==> src/rtl/mem_arbiter_pkg.sv <==
// ============================================================================
// Module      : memarb_pkg
// Description : Shared state encoding and default constants for mem_arbiter.
//               Optional feature macro: MEMARB_ROM_PROTECT_EN.
// Revision    : 1.0  initial release
// ============================================================================
`default_nettype none

package memarb_pkg;

    typedef enum logic [1:0] {
        CPU   = 2'd0,
        DSLOT = 2'd1,
        DRET  = 2'd2
    } memarb_state_t;

    localparam int          CPU_SLOTS_DEFAULT = 1;
    localparam logic [15:0] ROM_TOP_DEFAULT   = 16'h4000;
    localparam int          GAP_W             = 4;

endpackage

`default_nettype wire

==> src/rtl/mem_arbiter_if.sv <==
// ============================================================================
// Module      : mem_arbiter_if
// Description : CPU, DMA and memory buses of the arbiter. The violation flag
//               exists only when MEMARB_ROM_PROTECT_EN is defined.
// Revision    : 1.0  initial release
// ============================================================================
`default_nettype none

interface mem_arbiter_if;

    logic [15:0] cpu_addr;
    logic [7:0]  cpu_wdata;
    logic        cpu_wren;
    logic [7:0]  cpu_idata;
    logic        cpu_ce;

    logic        dma_req;
    logic [15:0] dma_addr;
    logic [7:0]  dma_wdata;
    logic        dma_wren;
    logic        dma_ack;
    logic [7:0]  dma_rdata;
    logic        dma_valid;

    logic [15:0] mem_addr;
    logic [7:0]  mem_wdata;
    logic        mem_wren;
    logic [7:0]  mem_rdata;

`ifdef MEMARB_ROM_PROTECT_EN
    logic        violation;
`endif

    // Arbiter side.
    modport slave (
        input  cpu_addr, cpu_wdata, cpu_wren,
        output cpu_idata, cpu_ce,
        input  dma_req, dma_addr, dma_wdata, dma_wren,
        output dma_ack, dma_rdata, dma_valid,
        output mem_addr, mem_wdata, mem_wren,
        input  mem_rdata
`ifdef MEMARB_ROM_PROTECT_EN
        , output violation
`endif
    );

    // Requester / memory side.
    modport master (
        output cpu_addr, cpu_wdata, cpu_wren,
        input  cpu_idata, cpu_ce,
        output dma_req, dma_addr, dma_wdata, dma_wren,
        input  dma_ack, dma_rdata, dma_valid,
        input  mem_addr, mem_wdata, mem_wren,
        output mem_rdata
`ifdef MEMARB_ROM_PROTECT_EN
        , input violation
`endif
    );

endinterface

`default_nettype wire

==> src/rtl/mem_arbiter.sv <==
// ============================================================================
// Module      : mem_arbiter
// Description : Single-port memory arbiter that steals one stall cycle from
//               the CPU per DMA slot. Optional MEMARB_ROM_PROTECT_EN blocks
//               writes below ROM_TOP and raises a sticky violation flag.
// Revision    : 1.0  initial release
// ============================================================================
`default_nettype none

module mem_arbiter
    import memarb_pkg::*;
#(
    parameter int          CPU_SLOTS = CPU_SLOTS_DEFAULT,
    parameter logic [15:0] ROM_TOP   = ROM_TOP_DEFAULT
) (
    input  wire logic      clock,
    input  wire logic      reset,
    mem_arbiter_if.slave   bus
);

    localparam logic [GAP_W-1:0] SLOTS = GAP_W'(CPU_SLOTS);

    // A zero ROM_TOP would protect nothing, so it is rejected alongside the slot range.
    if (CPU_SLOTS < 1 || CPU_SLOTS > 15 || ROM_TOP == 16'h0000) begin : g_param_check
        $error("mem_arbiter: CPU_SLOTS must be 1..15 and ROM_TOP non-zero");
    end

    memarb_state_t    state;
    logic [GAP_W-1:0] gap;
    logic [7:0]       hold;
    logic             slot_is_read;
    logic [7:0]       dma_rdata_q;

    logic             in_slot;
    logic             wr_req;
    logic             blocked;

    assign in_slot = (state == DSLOT);
    assign wr_req  = in_slot ? bus.dma_wren : bus.cpu_wren;

    assign bus.mem_addr  = in_slot ? bus.dma_addr  : bus.cpu_addr;
    assign bus.mem_wdata = in_slot ? bus.dma_wdata : bus.cpu_wdata;

`ifdef MEMARB_ROM_PROTECT_EN
    assign blocked = wr_req && (bus.mem_addr < ROM_TOP);
`else
    assign blocked = 1'b0;
`endif

    assign bus.mem_wren  = ~reset & wr_req & ~blocked;
    assign bus.cpu_ce    = ~reset & ~in_slot;
    assign bus.cpu_idata = (state == DRET) ? hold : bus.mem_rdata;
    assign bus.dma_ack   = in_slot;
    assign bus.dma_valid = (state == DRET) && slot_is_read;
    assign bus.dma_rdata = bus.dma_valid ? bus.mem_rdata : dma_rdata_q;

    // DRET is CPU-owned, so the gap counter advances there as well as in CPU.
    always_ff @(posedge clock or posedge reset) begin
        if (reset) begin
            state        <= CPU;
            gap          <= SLOTS;
            hold         <= 8'h00;
            slot_is_read <= 1'b0;
            dma_rdata_q  <= 8'h00;
        end else begin
            case (state)
                CPU: begin
                    if (bus.dma_req && (gap >= SLOTS)) begin
                        state <= DSLOT;
                        gap   <= '0;
                    end else if (gap < SLOTS) begin
                        gap <= gap + 1'b1;
                    end
                end
                DSLOT: begin
                    state        <= DRET;
                    hold         <= bus.mem_rdata;
                    slot_is_read <= ~bus.dma_wren;
                end
                DRET: begin
                    state <= CPU;
                    if (gap < SLOTS) begin
                        gap <= gap + 1'b1;
                    end
                    if (slot_is_read) begin
                        dma_rdata_q <= bus.mem_rdata;
                    end
                end
                default: state <= CPU;
            endcase
        end
    end

`ifdef MEMARB_ROM_PROTECT_EN
    logic violation_q;

    always_ff @(posedge clock or posedge reset) begin
        if (reset) begin
            violation_q <= 1'b0;
        end else if (blocked) begin
            violation_q <= 1'b1;
        end
    end

    assign bus.violation = violation_q;
`endif

endmodule

`default_nettype wire

==> src/flat_wrapper.sv <==
// flat-port wrapper written by rule: the top's interface ports become plain ports
module mem_arbiter_flat import memarb_pkg::*;
#(
    parameter int          CPU_SLOTS = CPU_SLOTS_DEFAULT,
    parameter logic [15:0] ROM_TOP   = ROM_TOP_DEFAULT
)
  (clock, reset, bus_cpu_addr, bus_cpu_wdata, bus_cpu_wren, bus_cpu_idata, bus_cpu_ce, bus_dma_req, bus_dma_addr, bus_dma_wdata, bus_dma_wren, bus_dma_ack, bus_dma_rdata, bus_dma_valid, bus_mem_addr, bus_mem_wdata, bus_mem_wren, bus_mem_rdata);
  mem_arbiter_if bus_i ();
  input  wire logic clock;
  input  wire logic reset;
  input wire logic [$bits(bus_i.cpu_addr)-1:0] bus_cpu_addr;
  input wire logic [$bits(bus_i.cpu_wdata)-1:0] bus_cpu_wdata;
  input wire logic [$bits(bus_i.cpu_wren)-1:0] bus_cpu_wren;
  output wire logic [$bits(bus_i.cpu_idata)-1:0] bus_cpu_idata;
  output wire logic [$bits(bus_i.cpu_ce)-1:0] bus_cpu_ce;
  input wire logic [$bits(bus_i.dma_req)-1:0] bus_dma_req;
  input wire logic [$bits(bus_i.dma_addr)-1:0] bus_dma_addr;
  input wire logic [$bits(bus_i.dma_wdata)-1:0] bus_dma_wdata;
  input wire logic [$bits(bus_i.dma_wren)-1:0] bus_dma_wren;
  output wire logic [$bits(bus_i.dma_ack)-1:0] bus_dma_ack;
  output wire logic [$bits(bus_i.dma_rdata)-1:0] bus_dma_rdata;
  output wire logic [$bits(bus_i.dma_valid)-1:0] bus_dma_valid;
  output wire logic [$bits(bus_i.mem_addr)-1:0] bus_mem_addr;
  output wire logic [$bits(bus_i.mem_wdata)-1:0] bus_mem_wdata;
  output wire logic [$bits(bus_i.mem_wren)-1:0] bus_mem_wren;
  input wire logic [$bits(bus_i.mem_rdata)-1:0] bus_mem_rdata;
  assign bus_i.cpu_addr = bus_cpu_addr;
  assign bus_i.cpu_wdata = bus_cpu_wdata;
  assign bus_i.cpu_wren = bus_cpu_wren;
  assign bus_cpu_idata = bus_i.cpu_idata;
  assign bus_cpu_ce = bus_i.cpu_ce;
  assign bus_i.dma_req = bus_dma_req;
  assign bus_i.dma_addr = bus_dma_addr;
  assign bus_i.dma_wdata = bus_dma_wdata;
  assign bus_i.dma_wren = bus_dma_wren;
  assign bus_dma_ack = bus_i.dma_ack;
  assign bus_dma_rdata = bus_i.dma_rdata;
  assign bus_dma_valid = bus_i.dma_valid;
  assign bus_mem_addr = bus_i.mem_addr;
  assign bus_mem_wdata = bus_i.mem_wdata;
  assign bus_mem_wren = bus_i.mem_wren;
  assign bus_i.mem_rdata = bus_mem_rdata;
  mem_arbiter #(.CPU_SLOTS(CPU_SLOTS), .ROM_TOP(ROM_TOP)) u_core (.clock(clock), .reset(reset), .bus(bus_i));
endmodule
==> config.mk <==
export PLATFORM = sky130hd
export DESIGN_NAME = mem_arbiter_flat
export DESIGN_NICKNAME = d
export VERILOG_FILES = /design/src/rtl/mem_arbiter_pkg.sv /design/src/rtl/mem_arbiter_if.sv /design/src/rtl/mem_arbiter.sv /design/src/flat_wrapper.sv
export SDC_FILE = /design/constraint.sdc
export NUM_CORES = 1
export LEC_CHECK = 0
export CAP_MARGIN = 20
export CELL_PAD_IN_SITES_DETAIL_PLACEMENT = 1
export CELL_PAD_IN_SITES_GLOBAL_PLACEMENT = 2
export CORE_ASPECT_RATIO = 1.4
export CORE_MARGIN = 10
export CORE_UTILIZATION = 21
export CTS_CLUSTER_SIZE = 28
export DETAILED_ROUTE_END_ITERATION = 10
export GPL_TIMING_DRIVEN = 1
export MAX_ROUTING_LAYER = met4
export PLACE_DENSITY = 0.9
export SLEW_MARGIN = 20
export SYNTH_ARGS = -nofsm -noshare
export SYNTH_HDL_FRONTEND = slang
export SYNTH_SLANG_ARGS = --single-unit
==> constraint.sdc <==
create_clock -name clock -period 2.4 [get_ports clock]
set_input_delay 0.36 -clock clock [delete_from_list [all_inputs] [get_ports clock]]
set_output_delay 0.36 -clock clock [all_outputs]
set_load 0.02 [all_outputs]
==> flow_summary.yaml, run 1 <==
setup_path:
  cp_num_buf_inv: 2
  reg2reg_slack_ps: 880
  slowest_delay_ps: 540
  r2r_end: "u_core.gap[2]"
  crit_path_end_kind: "primary output"
  startpoint_type: "register"
  ff2ff_path_depth: 5
  crit_start: "u_core.state[1]"
  cp_slowest_cell: "clkdlybuf4s50_1"
  cp_top_family: "buffers and inverters"
  path_cells: "nor2b_4 > buf_12 > mux2_4 > clkdlybuf4s50_1"
  crit_fanout: 26
  worstSetupPathDepth: 4
  endpoint: "bus_mem_wdata[4]"
  cp.required_ps: 2040
  worst-setup-path-type: "reg2out"
  r2r-start: "u_core.gap[1]"
  critPathArrivalTime_ps: 1970
synth:
  syn_area_per_cell_um2: 13.65
  syn_area_um2: 1406
  yosysTopAreaCell: "dfrtp_1"
  ys_warn_count: 0
  ys_seq_area_frac: 0.4101
  ys_async_sr_fraction: 1.000
  synth_top_area_frac: 0.3915
  synth-edff-count: 0
  syn_inst: 103
  synth-seq-cells: 23
  synth.distinct_cells: 22
  synth_top_flop_cell: "dfrtp_1"
  syn_nets: 167
  synth_area_leaders: "dfrtp_1 (39%), mux2_2 (26%), mux2_4 (11%)"
floorplan:
  fp.dieH_um: 116.8
  std_cell_rows: 35
  dieArea_um2: 10420
  initial_core_util: 0.2141
  core_area_um2: 6569
  die_x_um: 89.16
  ios: 105
placed_design:
  dp_slack_ps: 247.9
  gp_congestion: 0.7167
  hpwlAfterDp_um: 4193
  dpl_cell_area_um2: 2530
  io_buffers: 104
  place_inst: 279
sta:
  finalSetupViolations: 0
  fin_setup_tns_ps: 0
  worstMarginPinSlew_ps: 453.0
  maxSlewHeadroom: 0.6972
  hold_viol: 0
  rsz0062_at_grt: "no"
  period_minus_slack_ps: 2332
  drv_slew: 0
  min_period_over_period: 0.9718
  clock-skew-final_ps: 2.943
  final.setup.worst_slack_ps: 67.78
  max_freq_mhz: 428.8
pwr:
  total_power_w: 0.002783
  ir_drop_mv: 0.6262
  leakage_nw: 1.123
  power_density_nw_per_um2: 1076
clocking:
  ctsHtreeMaxLevel: 1
  cts_tree: "yes"
  clk_latency_ps: 260
  cts_root_buf: "clkbuf_8"
  cts.sinks: 23
  clk_path_buf_depth: 2
  numCtsBuffers: 3
  clk_pin_slew_worst_paths_ps: 80
  post_cts_buffers: 0
  holdBufCountCts: 0
finish:
  antennaDiodeCount: 0
  layout-drive-gt1-share: 0.2871
  final-instance-count-excl-fill: 283
  postLayoutCellArea_um2: 2586
  area_growth_pct: 83.90
  multiInputGateArea_um2: 780.7
  nets: 274
  fill_cells: 715
  seq_area_um2: 579.3
global_routing:
  grt_pass1_wl_um: 7245
  grt_util_all_layers: 0.09047
  grt_remaining_overflow: 0
  grt_max_degree: 27
  antenna_found_initial: 0
  grt_pass1_vias: 1353
job:
  drv_cap: 0
route:
  avgViaCountPerCell: 4.385
  first_iter_violations: 10
  wl_per_cell_um: 17.61
  drcViolationCount: 0
  drt_pre_antenna_iters: 4
  wl_um: 4983
  ant_nets: 0
  num_vias: 1241
status:
  status: "finished clean"
min_path:
  hp-class: "in2async"
registers in the layout (all words and copies together), names as in the netlist:
| register | count |
|---|---|
| u_core.slot_is_read | 1 |
| u_core.gap | 4 |
| u_core.dma_rdata_q | 8 |
| u_core.state | 2 |
| u_core.hold | 8 |
cell usage after synthesis, drive strengths merged (2+ instances only):
master / number
ha: 3
mux2: 48
nor2: 7
nor2b: 2
mux2i: 2
dfrtp: 22
a21oi: 2
inv: 4
buf: 5
where the power goes:
part	total, W	internal (W)	switching [W]
registers	0.000685	0.000581	0.000104
logic	0.00186	0.000997	0.000861
clock network	0.000240	0.000116	0.000125
worst register-to-register path, stage by stage, from the launching register on:
cell and delay [ps]:
dfrtp_1 380, inv_1 70, ha_1 170, or4b_1 520
and3_4 220, nor2_2 100
cell families (layout without fill, tap and decap cells):
| group | after synthesis | count (layout) | synth area share |
|---|---|---|---|
| xor gates and xnor gates | 1 | 1 | 0.006229 |
| DFF | 23 | 23 | 0.4101 |
| buffers and inverters | 9 | 115 | 0.04625 |
| muxes | 50 | 50 | 0.4253 |
| AOI/OAI and AO/OA | 3 | 3 | 0.01246 |
| adders and majority gates | 3 | 3 | 0.02669 |
| and+or+nand+nor | 14 | 14 | 0.07295 |
cell usage in the layout, fill, tap and decap left out, drive strengths merged:
cell type	synthesis	layout
xnor2	1	1
a21oi	2	2
mux2i	2	2
clkdlybuf4s50	0	86
ha	3	3
dfrtp	22	22
nand2b	1	1
clkbuf	0	3
dlygate4sd2	0	13
inv	4	4
mux2	48	48
nor2b	2	2
nor2	7	7
and3	1	1
a21boi	1	1
dfstp	1	1
nand3b	1	1
or4b	1	1
nor4b	1	1
dlymetal6s2s	0	5
clkinv	0	1
buf	5	3
worst min path at each step:
stage	startpoint	end	cells after the start
after global placement	u_core.hold[3]	u_core.hold[3]	1
final	reset	u_core.gap[1]	2
after floorplan	reset	u_core.dma_rdata_q[0]	1
after detailed placement	u_core.hold[3]	u_core.hold[3]	1
after CTS	reset	u_core.state[1]	2
after global routing	reset	u_core.gap[1]	2
through the flow:
| stage | hold slack (ps) | utilization |
|---|---|---|
| 6_report | 440.0 | 0.3937 |
| 5_1_grt | 467.4 | 0.3937 |
| 4_1_cts | 464.3 | 0.3914 |
| 3_5_place_dp | 480.3 | 0.3851 |
| 3_3_place_gp | 471.0 | 0.3851 |
| 2_1_floorplan | 361.2 | - |
layer usage:
metal / GRT usage / vias up / share of wire
li1: - / 574 / -
met1: 0.1102 / 576 / 0.42
met2: 0.1404 / 87 / 0.43
met3: 0.03463 / 4 / 0.15
met4: 0.01596 / 0 / 0.0058
met5: - / - / 0
layout make-up:
| cell class | count | share of cell area |
|---|---|---|
| Tap cell | 74 | 0.03580 |
| Multi-Input combinational cell | 71 | 0.3019 |
| Inverter | 4 | 0.005806 |
| Clock buffer | 3 | 0.01597 |
| Sequential cell | 23 | 0.2240 |
| Timing Repair Buffer | 107 | 0.4146 |
| Clock inverter | 1 | 0.001935 |
timing repair:
action,CTS,global route
setup endpoints to repair,23,12
pin swaps,0,0
resized for setup,15,7
Note: power is estimated with default switching activity, not from simulation.
==> run 2: changes to the inputs <==
==> constraint.sdc (replaced) <==
create_clock -name clock -period 3 [get_ports clock]
set_input_delay 0.45 -clock clock [delete_from_list [all_inputs] [get_ports clock]]
set_output_delay 0.45 -clock clock [all_outputs]
set_load 0.02 [all_outputs]
==> run 2 against run 1 <==
Against the previous run:
- count of clock-buffer cells in the layout is the same
- sequential share of layout area is 0.12 points higher
- sequential power shrank 21%
- cell area shrank 0.97%
- clock power shrank 20%
- routed wire length is 1.8% lower
- global-route usage decreased by 0.075 points
- non-clock buffer count decreased by 2
- register-to-register slack improved by 580 ps
- combinational power decreased by 19%
- hold slack improved by 49 ps
- largest cell class unchanged
- highest routed layer unchanged
==> flow_summary.yaml, run 2 (synthesis results as in run 1) <==
setup_path:
  worst-setup-path-type: "reg2out"
  crit_path_end_kind: "primary output"
  path_cells: "nor2b_4 > buf_12 > mux2_2 > clkdlybuf4s50_1"
  cp.required_ps: 2550
  cp_num_buf_inv: 2
  crit_fanout: 29
  slowest_delay_ps: 550
  critPathArrivalTime_ps: 2240
  cp_slowest_cell: "clkdlybuf4s50_1"
  startpoint_type: "register"
  cp_top_family: "buffers and inverters"
global_routing:
  grt_remaining_overflow: 0
  grt_util_all_layers: 0.08972
  grt_pass1_wl_um: 7127
  antenna_found_initial: 0
  grt_pass1_vias: 1395
  grt_max_degree: 30
route:
  ant_nets: 0
  num_vias: 1243
  first_iter_violations: 17
  drcViolationCount: 0
  avgViaCountPerCell: 4.423
  wl_per_cell_um: 17.42
  drt_pre_antenna_iters: 3
  wl_um: 4894
pwr:
  power_density_nw_per_um2: 873.2
  ir_drop_mv: 0.6416
  total_power_w: 0.002236
  leakage_nw: 1.038
sta:
  drv_slew: 0
  clock-skew-final_ps: 2.391
  worstMarginPinSlew_ps: 866.3
  min_period_over_period: 0.8970
  final.setup.worst_slack_ps: 309.0
  hold_slack_ps: 489.2
  maxSlewHeadroom: 0.4218
  fin_setup_tns_ps: 0
  hold_viol: 0
  period_minus_slack_ps: 2691
  rsz0062_at_grt: "no"
  max_freq_mhz: 371.6
  finalSetupViolations: 0
placed_design:
  hpwlAfterDp_um: 4088
  gp_congestion: 0.7266
  io_buffers: 104
  dp_slack_ps: 608.0
  dpl_cell_area_um2: 2515
clocking:
  holdBufCountCts: 0
  cts.sinks: 23
  clk_path_buf_depth: 2
  cts_tree: "yes"
  clk_latency_ps: 270
  ctsHtreeMaxLevel: 1
  post_cts_buffers: 0
  cts_resized: 0
  numCtsBuffers: 3
  clk_pin_slew_worst_paths_ps: 80
  cts_root_buf: "clkbuf_8"
floorplan:
  fp.dieH_um: 116.8
  dieArea_um2: 10420
  core_area_um2: 6569
  std_cell_rows: 35
  initial_core_util: 0.2141
  die_x_um: 89.16
  ios: 105
job:
  drv_cap: 0
finish:
  antennaDiodeCount: 0
  layout_commonest_cell: "clkdlybuf4s50_1"
  biggestRegsByFlops: "u_core.dma_rdata_q (8), u_core.hold (8), u_core.gap (4)"
  fill_cells: 713
  layout-drive-gt1-share: 0.2657
  area_growth_pct: 82.12
  nets: 272
  final_cell_mix: "clkdlybuf4s50_1 (104), mux2_2 (32), dfrtp_1 (22), mux2_4 (10), mux2_1 (6)"
  postLayoutCellArea_um2: 2561
status:
  status: "finished clean"
min_path:
  hp-class: "reg2reg"
==> run 2: cell count changes in the layout (fill, tap and decap cells not counted), sizes merged <==
| cell | change |
|---|---|
| clkdlybuf4s50 | +18 |
| dlygate4sd2 | -13 |
| dlymetal6s2s | -5 |
| buf | -2 |
==> run 2: area by class of cell <==
cell class | instances | area, um^2 | area share
Timing Repair Buffer | 105 | 1061 | 0.4143
Multi-Input combinational cell | 71 | 769.5 | 0.3004
Sequential cell | 23 | 576.8 | 0.2252
Tap cell | 74 | 92.59 | 0.03615
Clock buffer | 3 | 41.29 | 0.01612
Inverter | 4 | 15.01 | 0.005862
Clock inverter | 1 | 5.005 | 0.001954
==> run 2: path summary, 6_finish.rpt <==
path | cells past startpoint | from | end | slack [ps]
max | 4 | u_core.state[0] | bus_mem_addr[2] | 310
min | 1 | u_core.hold[2] | u_core.hold[2] | 490
max reg2reg | 5 | u_core.gap[1] | u_core.gap[0] | 1460
min reg2reg | 1 | u_core.hold[2] | u_core.hold[2] | 490
max in group asynchronous | 2 | reset | u_core.hold[0] | 1740
min in group asynchronous | 2 | reset | u_core.dma_rdata_q[5] | 720
==> run 2: where the power goes <==
group          internal (W)  leakage (nW)  switching, W  total, W
Sequential         0.000462         0.275     0.0000771  0.000539
Combinational      0.000822         0.737      0.000683   0.00151
Clock             0.0000928        0.0255     0.0000994  0.000192
Total               0.00138          1.04      0.000860   0.00224
==> run 2: per-stage QoR <==
step | util | std cells
after CTS | 0.3899 | 281
after floorplan | - | 103
after global routing | 0.3899 | 281
after global placement | 0.3829 | 277
final | 0.3899 | 281
after detailed placement | 0.3829 | 277
==> run 2: per-layer routing <==
layer	global-route usage	part of all wire	vias to the layer above
li1	-	-	570
met1	0.1015	0.42	581
met2	0.1428	0.43	88
met3	0.03393	0.14	4
met4	0.02872	0.0094	0
met5	-	0	-
